$ cat src/rtl/pwm_pkg.sv
// pwm_pkg: shared widths, constants and compare helper for the PWM block.
// No ports; imported by pwm_timebase and pwm_peripheral.
package pwm_pkg;

  localparam int NUM_OUT = 16;
  localparam int DUTY_W  = 8;

  localparam logic [DUTY_W-1:0] DUTY_FULL = 8'hFF;

  typedef logic [NUM_OUT-1:0] chan_mask_t;

  // Full-scale duty is forced high so 0xFF never dips at count 255.
  function automatic logic pwm_level(
    input logic [DUTY_W-1:0] cnt,
    input logic [DUTY_W-1:0] duty
  );
    return (duty == DUTY_FULL) ? 1'b1 : (cnt < duty);
  endfunction

endpackage

$ cat src/rtl/pwm_timebase.sv
// pwm_timebase: prescaler plus 8-bit PWM counter and period-start strobe.
// clk, rst_n in; pwm_cnt, tick, ps out (tick/ps combinational).
module pwm_timebase
  import pwm_pkg::*;
#(
  parameter int PRESCALE_DIV = 3000
) (
  input  logic              clk,
  input  logic              rst_n,
  output logic [DUTY_W-1:0] pwm_cnt,
  output logic              tick,
  output logic              ps
);

  localparam int PW = (PRESCALE_DIV > 1) ? $clog2(PRESCALE_DIV) : 1;

  logic [PW-1:0] pre_cnt;

  // With PRESCALE_DIV=1 pre_cnt stays 0 and tick is constant 1.
  assign tick = (pre_cnt == PW'(PRESCALE_DIV - 1));
  assign ps   = (pre_cnt == '0) && (pwm_cnt == '0);

  always_ff @(posedge clk) begin
    if (!rst_n) begin
      pre_cnt <= '0;
      pwm_cnt <= '0;
    end else begin
      pre_cnt <= tick ? '0 : pre_cnt + 1'b1;
      if (tick) begin
        pwm_cnt <= pwm_cnt + 1'b1;
      end
    end
  end

endmodule

$ cat src/rtl/pwm_peripheral.sv
// pwm_peripheral: 16 outputs, each forced low, forced high or shared PWM.
// clk, rst_n, en_reg_*, pwm_duty_cycle in; out[15:0], period_start out.
module pwm_peripheral
  import pwm_pkg::*;
#(
  parameter int PRESCALE_DIV = 3000
) (
  input  logic               clk,
  input  logic               rst_n,
  input  logic [7:0]         en_reg_out_7_0,
  input  logic [7:0]         en_reg_out_15_8,
  input  logic [7:0]         en_reg_pwm_7_0,
  input  logic [7:0]         en_reg_pwm_15_8,
  input  logic [DUTY_W-1:0]  pwm_duty_cycle,
  output logic [NUM_OUT-1:0] out,
  output logic               period_start
);

  logic [DUTY_W-1:0] pwm_cnt;
  logic [DUTY_W-1:0] duty_shadow;
  logic [DUTY_W-1:0] eff_duty;
  logic              tick_unused;
  logic              ps;
  logic              pwm_raw;
  chan_mask_t        en_out;
  chan_mask_t        en_pwm;
  chan_mask_t        out_nxt;

  pwm_timebase #(
    .PRESCALE_DIV (PRESCALE_DIV)
  ) u_timebase (
    .clk     (clk),
    .rst_n   (rst_n),
    .pwm_cnt (pwm_cnt),
    .tick    (tick_unused),
    .ps      (ps)
  );

  assign en_out = {en_reg_out_15_8, en_reg_out_7_0};
  assign en_pwm = {en_reg_pwm_15_8, en_reg_pwm_7_0};

  // At the boundary the new duty is used directly, so the first
  // count of a period already reflects the freshly latched value.
  assign eff_duty = ps ? pwm_duty_cycle : duty_shadow;
  assign pwm_raw  = pwm_level(pwm_cnt, eff_duty);

  // Enable dominates; PWM-mode channels follow pwm_raw, others go high.
  assign out_nxt = en_out & (~en_pwm | {NUM_OUT{pwm_raw}});

  always_ff @(posedge clk) begin
    if (!rst_n) begin
      duty_shadow  <= '0;
      out          <= '0;
      period_start <= 1'b0;
    end else begin
      if (ps) begin
        duty_shadow <= pwm_duty_cycle;
      end
      out          <= out_nxt;
      period_start <= ps;
    end
  end

endmodule
$ cat config.mk
export PLATFORM = sky130hd
export DESIGN_NAME = pwm_peripheral
export DESIGN_NICKNAME = d
export VERILOG_FILES = /design/src/rtl/pwm_pkg.sv /design/src/rtl/pwm_timebase.sv /design/src/rtl/pwm_peripheral.sv
export SDC_FILE = /design/constraint.sdc
export NUM_CORES = 1
export LEC_CHECK = 0
export ABC_AREA = 0
export BUFFER_PORTS_ARGS = -buffer_cell sky130_fd_sc_hd__buf_2
export CORE_MARGIN = 4
export CORE_UTILIZATION = 30
export DETAILED_ROUTE_END_ITERATION = 6
export PLACE_DENSITY = 0.62
export SLEW_MARGIN = 20
export SYNTH_ARGS = -nofsm -noshare
export SYNTH_HDL_FRONTEND = slang
export SYNTH_SLANG_ARGS = --single-unit
export TNS_END_PERCENT = 5
$ cat constraint.sdc
create_clock -name clk -period 2.6 [get_ports clk]
set_input_delay 0.39 -clock clk [delete_from_list [all_inputs] [get_ports clk]]
set_output_delay 0.39 -clock clk [all_outputs]
set_load 0.02 [all_outputs]
# After elaboration in Yosys (flattened, before gate mapping)
# Cells that the tools add are included.
# Widths: inputs -> output; s select.
[word_totals]
regBits = 45
input_bits = 42
wordCells = 20
[op_classes]
add_sub_neg = 2
magnitude_cmp = 1
n_eq_ne = 2
muxes = 2
bitwise = 4
n_reduce_logical = 4
[op_table]
columns = ["cell", "n"]
rows = [
  ["$and 16x16->16", 1],
  ["$not 16->16", 1],
  ["$or 16x16->16", 1],
  ["$add 12x1->12 const B", 1],
  ["$eq 12x12->1 const B", 1],
  ["$logic_not 12->1", 1],
  ["$add 8x1->8 const B", 1],
  ["$eq 8x8->1 const B", 1],
  ["$logic_not 8->1", 1],
  ["$lt 8x8->1", 1],
  ["$mux 8", 1],
  ["$reduce_or 2->1", 1],
  ["$logic_and 1x1->1", 1],
  ["$mux 1", 1],
  ["$not 1->1", 1],
]

# Logic depth before layout (Yosys ltp)
# Gate-level depths: netlist of the first run.
[logic_depth]
ltp_word = 7
ltp_mapped = 14

# Cells and area by module
# From an unflattened synthesis of the first run, not the netlist that was laid out.
[unflattened]
cells_unflattened = 218
hier_area_um2 = 2011.9
[modules_own_cells]
columns = ["module", "instances", "cells_each", "area_per_inst_um2", "seq_area_each_um2"]
rows = [
  ["pwm_peripheral", 1, 102, 1048.5, 500.5],
  ["pwm_timebase", 1, 116, 963.4, 400.4],
]

# Worst setup path before layout of the first run
# OpenSTA, ideal clock, no wires.
[synth_path]
kind = "flip-flop to flip-flop"
from = "register u_timebase.pre_cnt[0]"
to = "register out[10]"
setup_ps = 77
arrival_time_ps = 2718
path_slack_ps = -195
stages_incl_launch_ff = 15
path_buffers = 1
synth_period_minus_slack_ps = 2795
cell_sequence = "dfxtp_1 > inv_1 > ha_1 > nor4b_2 > nand2_4 > nor2_4 > mux2i_1 > ha_1 > a21o_1 > a21o_1 > a21o_1 > clkbuf_1 > nand2_1 > o211ai_1 > a41oi_2"
[synth_between]
elab_chain_len = 7
elab_cells_between_ends = 8
cone_classes = "1 x order compare; 1 x eq/ne; 2 x mux; 2 x bitwise; 2 x reduce/logical"
[synth_lines]
columns = ["item", "line", "rtl"]
rows = [
  ["from (decl)", "pwm_timebase.sv:17", "logic [PW-1:0] pre_cnt;"],
  ["from (signal assigned)", "pwm_timebase.sv:28", "pre_cnt <= tick ? '0 : pre_cnt + 1'b1;"],
  ["$logic_not 12->1 (*)", "pwm_timebase.sv:21", "assign ps = (pre_cnt == '0) && (pwm_cnt == '0);"],
  ["$logic_and 1x1->1 (*)", "pwm_timebase.sv:21", ""],
  ["$mux 8 (*)", "--", ""],
  ["$lt 8x8->1 / $eq 8x8->1 (equally long branches)", "pwm_pkg.sv:17", "return (duty == DUTY_FULL) ? 1'b1 : (cnt < duty);"],
  ["$mux 1 (*)", "pwm_pkg.sv:17", ""],
  ["$or 16x16->16 (*)", "pwm_peripheral.sv:48", "assign out_nxt = en_out & (~en_pwm | {NUM_OUT{pwm_raw}});"],
  ["$and 16x16->16 (*)", "pwm_peripheral.sv:48", ""],
  ["to (signal assigned)", "pwm_peripheral.sv:59", "out <= out_nxt;"],
  ["to (decl)", "pwm_peripheral.sv:15", "output logic [NUM_OUT-1:0] out,"],
]
# Every way passes the cells marked *; elsewhere a longest branch is shown, timed or not.
# A chain may end at the register's enable or synchronous reset.

# Final worst setup path of the first run
[layout_path]
from = "register u_timebase.pwm_cnt[1]"
to = "register out[6]"
[layout_between]
elab_chain_len = 7
elab_cells_between_ends = 8
cone_classes = "1 x order compare; 1 x eq/ne; 2 x mux; 2 x bitwise; 2 x reduce/logical"
[layout_lines]
columns = ["item", "line", "rtl"]
rows = [
  ["from (decl)", "pwm_timebase.sv:10", "output logic [DUTY_W-1:0] pwm_cnt,"],
  ["from (signal assigned)", "pwm_timebase.sv:30", "pwm_cnt <= pwm_cnt + 1'b1;"],
  ["$logic_not 8->1", "pwm_timebase.sv:21", ""],
  ["$logic_and 1x1->1", "pwm_timebase.sv:21", ""],
  ["$mux 8", "--", ""],
  ["$lt 8x8->1 / $eq 8x8->1 (equally long branches)", "pwm_pkg.sv:17", ""],
  ["$mux 1 (*)", "pwm_pkg.sv:17", ""],
  ["$or 16x16->16 (*)", "pwm_peripheral.sv:48", ""],
  ["$and 16x16->16 (*)", "pwm_peripheral.sv:48", ""],
]
# Marks and branches as above.

==> results of run 1 <==
what timing repair did:
item	4_1_cts	5_1_grt
pin swaps	17	11
hold buffers	0	0
buffers inserted	5	4
gates resized for setup	16	15
setup endpoints to repair	16	16
cloned	1	1
per-layer routing:
layer | routed length [um] | share of wire (%) | GRT usage [%] | vias to the layer above
li1 | - | - | - | 1064
met1 | 2780 | 44 | 16.7 | 1027
met2 | 3280 | 51 | 22.9 | 37
met3 | 238 | 3.7 | 2.74 | 9
met4 | 90 | 1.4 | 4.50 | 0
met5 | 0 | 0 | 0 | -
cell families (layout without fill, tap and decap cells):
group | Yosys count | count (layout) | synth area share, %
AO/OA/AOI/OAI | 45 | 46 | 19.4
buffers and inverters | 20 | 116 | 4.13
flip-flops | 45 | 45 | 38.6
adder cells (fa/ha/maj) | 10 | 10 | 5.36
multiplexers | 9 | 9 | 4.08
AND/OR/NAND/NOR | 94 | 94 | 22.0
XOR/XNOR | 17 | 17 | 6.38
registers in the layout (all words and copies together), names as in the netlist:
name                flops
u_timebase.pre_cnt     12
duty_shadow             8
out                    16
u_timebase.pwm_cnt      8
period_start            1
area by class of cell:
type	count	area, um^2	area share, %
multi-input combinational	176	1520	45.9
sequential	45	906	27.3
clock inverter	3	25.0	0.754
clock buffer	5	68.8	2.07
inverter	9	33.8	1.02
tap	99	124	3.73
timing repair buffer	99	639	19.3
per-stage QoR:
stage | setup TNS [ns] | hold slack [ns]
after global routing | -2.73 | 0.276
after global placement | -3.41 | 0.510
after detailed placement | -4.43 | 0.512
after floorplan | -0.600 | 0.430
final | -0.760 | 0.284
after CTS | -0.656 | 0.277
power by group:
group,leakage [nW],switching [mW],internal (mW)
Combinational,0.957,0.212,0.198
Clock,0.0452,0.261,0.196
Sequential,0.371,0.0185,0.723
synthesized netlist by cell type (all sizes together):
cell	instances
a21o	3
a21oi	2
a311oi	1
a31oi	1
a41oi	16
and3	1
and4	2
buf	7
clkbuf	4
clkinv	1
dfxtp	45
ha	10
inv	8
mux2	1
mux2i	8
nand2	26
nand2b	1
nand3	8
nand4	8
nor2	36
nor3	4
nor3b	2
nor4	3
nor4b	1
o211a	1
o211ai	16
o21ai	3
o31ai	1
o41ai	1
or3	2
xnor2	8
xor2	9
final timing paths:
check                                                        start  cells past startpoint                                to  slack [ns]
worst max-delay path            u_timebase.pwm_cnt[1]$_SDFFE_PN0P_                     14                 out[6]$_SDFF_PN0_       -0.07
worst min register to register    u_timebase.pre_cnt[0]$_SDFF_PP0_                      2  u_timebase.pre_cnt[0]$_SDFF_PP0_        0.53
worst min-delay path                            en_reg_pwm_15_8[7]                      2                out[15]$_SDFF_PN0_        0.28
worst max register to register  u_timebase.pwm_cnt[1]$_SDFFE_PN0P_                     14                 out[6]$_SDFF_PN0_       -0.07
==> metrics.cfg, run 1 <==
[pwr]
p_per_area_nw_per_um2 = 485
leakage_nw = 1.37
ir_worst_vdd_mv = 0.207
finalPower_mw = 1.61

[route]
first_pass_iters = 4
viasPerCell = 4.90
antenna_left = 0
drt-total-wl_um = 6390
drc = 0
num_vias = 2137
wl_per_cell_um = 14.6
drtIter0Drc = 103

[cells_and_area]
final_util_pct = 44.8
final_cells = 436
mostFrequentLayoutCells = 58 x buf_2, 41 x dfxtp_1, 36 x buf_4
layout-drive-gt1-share_pct = 47.2
syn_to_final_growth_pct = 42.3
fin_area_um2 = 3320
nets = 388
final_common_cell = buf_2
n_antenna_cell = 0
fillCellCount = 698

[worst_setup_path]
path_max_fanout = 8
crit_family = compound AO/OA/AOI/OAI gates
cp_slowest_cell = o31ai_4
required_ns = 2.78
path_buf_inv = 3
startpoint_type = register
crit_chain = inv_2 -> ha_4 -> nor3b_4 -> nand3_2 -> nor2_4 -> buf_6 -> mux2i_4 -> ha_2 -> nor3b_2 -> o21ai_1 -> o41ai_2 -> o31ai_4 -> clkbuf_16 -> a41oi_2
end_kind = register
arrival_ns = 2.85
crit_path_max_incr_delay_ns = 0.38
worstSetupPathType = reg2reg

[sta]
timing.fmax_ghz = 0.374
period_minus_slack_ns = 2.67
fin_crit_sh_pct = 103
rsz0062_at_grt = yes
final_hold_viol_count = 0
relSlewSlack_pct = 62.8
worst_slack_ns = -0.0730
tightest_slew_ns = 0.554
final_max_slew_viol_count = 0
finalSetupViolCount = 16
fin_skew_ns = 0.0159

[placed_design]
placed_cell_area_um2 = 2960
hpwl_um = 4520
io_buffer_count = 58
dp_worst_setup_slack_ns = -0.291
dp_cells = 418
gp_congestion = 0.796

[global_routing]
grt_pass1_vias = 2120
gr-total-overflow = 0
grt_pass1_wl_um = 9750
grt_max_degree = 19
grt_usage_pct = 13.4
antenna_found_initial = 0

[floorplanning]
num_io_pins = 59
fp.coreArea_um2 = 7410
die_area_um2 = 9250
die_w_um = 96.2
row_count = 31
floorplan.initialDensity_pct = 31.5
die_h_um = 96.2

[cts]
h-tree-depth = 2
cts.sinks = 45
insertion_delay_ns = 0.31
clk_pin_slew_ns = 0.10
cts_root_buf = clkbuf_8
clockBufferDepth = 2
tritoncts = built
cts_inserted_buffers = 5

[yosys]
seq_area_frac_synth_pct = 38.6
synth_nets = 292
syn-cell-area_um2 = 2330
yosysWarnings = 0
synth_top_area_share_pct = 38.6
synth_area_leaders = dfxtp_1 39%, a41oi_2 7.0%, nor2_1 5.6%
avgSynthCellArea_um2 = 9.72
ys_seq_elements = 45
yosysTopAreaCell = dfxtp_1
synth_cell_type_count = 42
synthCells = 240

[run_status]
status = finished, violations left
violations = negative setup slack

[flow_run]
max_cap_violations = 0

[worst_hold_path]
hold_class = in2reg

(Power assumes the default switching activity.)
==> inputs of run 2 (changes only) <==
- PLACE_DENSITY: 0.62 -> 0.63
- SYNTH_HIERARCHICAL: default -> 1
==> metrics.cfg, run 2 <==
[run_status]
status = finished, violations left
violations = negative setup slack

[cells_and_area]
final_util_pct = 44.4  ; -0.43 points
final_common_cell = buf_2
regMostFlops = out
nets = 357  ; -8.0%
largestRegisters = out: 16 flops, u_timebase/pre_cnt: 12 flops
layout-drive-gt1-share_pct = 38.7  ; -8.5 points
largest_reg_flops = 16  ; unchanged
n_antenna_cell = 0  ; unchanged
fin_area_um2 = 2850  ; -14%
mostFrequentLayoutCells = 58 x buf_2, 43 x dfxtp_1, 27 x nand2_1
syn_to_final_growth_pct = 41.9

[worst_hold_path]
min_to = out[3]$_SDFF_PN0_
hold_class = in2reg
hp-start = en_reg_pwm_7_0[3]
hold_path_depth = 2  ; unchanged

[yosys]
syn-cell-area_um2 = 2010  ; -14%
synthCells = 217  ; -9.6%
synth_nets = 270  ; -7.5%
avgSynthCellArea_um2 = 9.25  ; -4.8%
yosysWarnings = 6  ; +6

[placed_design]
gp_congestion = 0.792  ; -0.55%
io_buffer_count = 58  ; unchanged
hpwl_um = 3550  ; -21%
placed_cell_area_um2 = 2600  ; -12%

[pwr]
leakage_nw = 1.24  ; -9.4%
p_per_area_nw_per_um2 = 519  ; +7.1%
finalPower_mw = 1.48  ; -8.0%
ir_worst_vdd_mv = 0.220  ; +6.0%

[route]
drt-total-wl_um = 4840  ; -24%
wl_per_cell_um = 12.7  ; -14%
drc = 0  ; unchanged
drtIter0Drc = 59  ; -43%
num_vias = 1791  ; -16%
antenna_left = 0  ; unchanged
first_pass_iters = 4  ; unchanged
viasPerCell = 4.69  ; -4.3%

[worst_setup_path]
startpoint_type = register
startpoint = u_timebase/pre_cnt[4]$_SDFF_PP0_
reg2reg_slack_ns = -0.16  ; -0.08 ns
r2r_end = out[3]$_SDFF_PN0_
required_ns = 2.84  ; +0.06 ns
timing.rr.start = u_timebase/pre_cnt[4]$_SDFF_PP0_
worstSetupPathType = reg2reg
path_max_fanout = 8  ; unchanged
ff2ff_path_depth = 10  ; -4
end_kind = register
arrival_ns = 2.99  ; +0.14 ns

[cts]
clk_pin_slew_ns = 0.09  ; about the same
cts_root_buf = clkbuf_8
h-tree-depth = 2  ; unchanged
cts_inserted_buffers = 5  ; unchanged
cts.sinks = 45  ; unchanged
tritoncts = built
insertion_delay_ns = 0.30  ; about the same
clockBufferDepth = 2  ; unchanged

[global_routing]
grt_pass1_wl_um = 8250  ; -15%
grt_usage_pct = 12.2  ; -1.2 points
grt_pass1_vias = 1771  ; -16%
grt_max_degree = 31  ; +12
antenna_found_initial = 0  ; unchanged
gr-total-overflow = 0  ; unchanged

[floorplanning]
row_count = 29  ; -6.5%
die_h_um = 89.8  ; -6.6%
die_area_um2 = 8070  ; -13%
floorplan.initialDensity_pct = 31.3  ; -0.21 points
fp.coreArea_um2 = 6420  ; -13%
num_io_pins = 59  ; unchanged
die_w_um = 89.8  ; -6.6%

[sta]
rsz0062_at_grt = yes
tightest_slew_ns = 0.714  ; +0.160 ns
period_minus_slack_ns = 2.76  ; +0.0829 ns
fin_skew_ns = 0.00940  ; -0.00652 ns
final_hold_viol_count = 0  ; unchanged
worst_slack_ns = -0.156  ; -0.0829 ns
tns_ns = -2.17  ; -1.41 ns
timing.fmax_ghz = 0.363  ; -3.0%
finalSetupViolCount = 16  ; unchanged
relSlewSlack_pct = 52.4  ; -10 points
final_max_slew_viol_count = 0  ; unchanged
fin_crit_sh_pct = 106  ; +3.2 points

[flow_run]
max_cap_violations = 0  ; unchanged

[run 2: repair_timing]
action,CTS,global route
setup endpoints to repair,16,16
resized for setup,11,6
setup buffers,2,0
hold endpoints to repair,0,0
hold buffers,0,0
cloned,1,0
pin swaps,7,2
[run 2: critical path, cell delays in order, from the launching register on]
cell     delay [ns]
dfxtp_2        0.32
or4_4          0.54
nor4_4         0.39
buf_12         0.20
mux2i_4        0.27
ha_4           0.24
a21o_1         0.19
a21oi_2        0.15
nand3_2        0.10
buf_6          0.16
a31oi_1        0.14
[run 2: how the worst max path moves through the flow]
stage	to	slack, ns	depth (start not counted)
after floorplan	out[0]$_SDFF_PN0_	-0.1	10
after global placement	out[12]$_SDFF_PN0_	-0.13	10
after detailed placement	out[4]$_SDFF_PN0_	-0.16	10
after CTS	out[1]$_SDFF_PN0_	-0.13	10
after global routing	out[6]$_SDFF_PN0_	-0.24	10
final	out[3]$_SDFF_PN0_	-0.16	10
[run 2: where the power goes]
group	switching, mW	total (mW)	internal [mW]
logic	0.140	0.309	0.169
registers	0.0157	0.738	0.722
clock network	0.243	0.432	0.190
total	0.399	1.48	1.08
[run 2: metrics by stage]
stage / cells / hold slack, ns / setup slack (ns)
2_1_floorplan: 217 / 0.442 / -0.0961
3_3_place_gp: 371 / 0.498 / -0.132
3_5_place_dp: 371 / 0.506 / -0.155
4_1_cts: 382 / 0.239 / -0.127
5_1_grt: 382 / 0.249 / -0.243
6_report: 382 / 0.260 / -0.156
[run 2: cell type report]
class / count / area (um^2)
Multi-Input combinational cell: 156 / 1170
Timing Repair Buffer: 87 / 553
Clock inverter: 2 / 15.0
Clock buffer: 6 / 72.6
Sequential cell: 45 / 903
Tap cell: 77 / 96.3
Inverter: 9 / 33.8
Fill cell: 614 / 3570
[run 2: metal layers]
layer / vias up / routed length, um / global-route usage [%]
met1: 804 / 2250 / 15.2
met5: - / 0 / 0
li1: 941 / - / -
met4: 0 / 73 / 4.60
met2: 39 / 2240 / 19.9
met3: 7 / 274 / 3.67
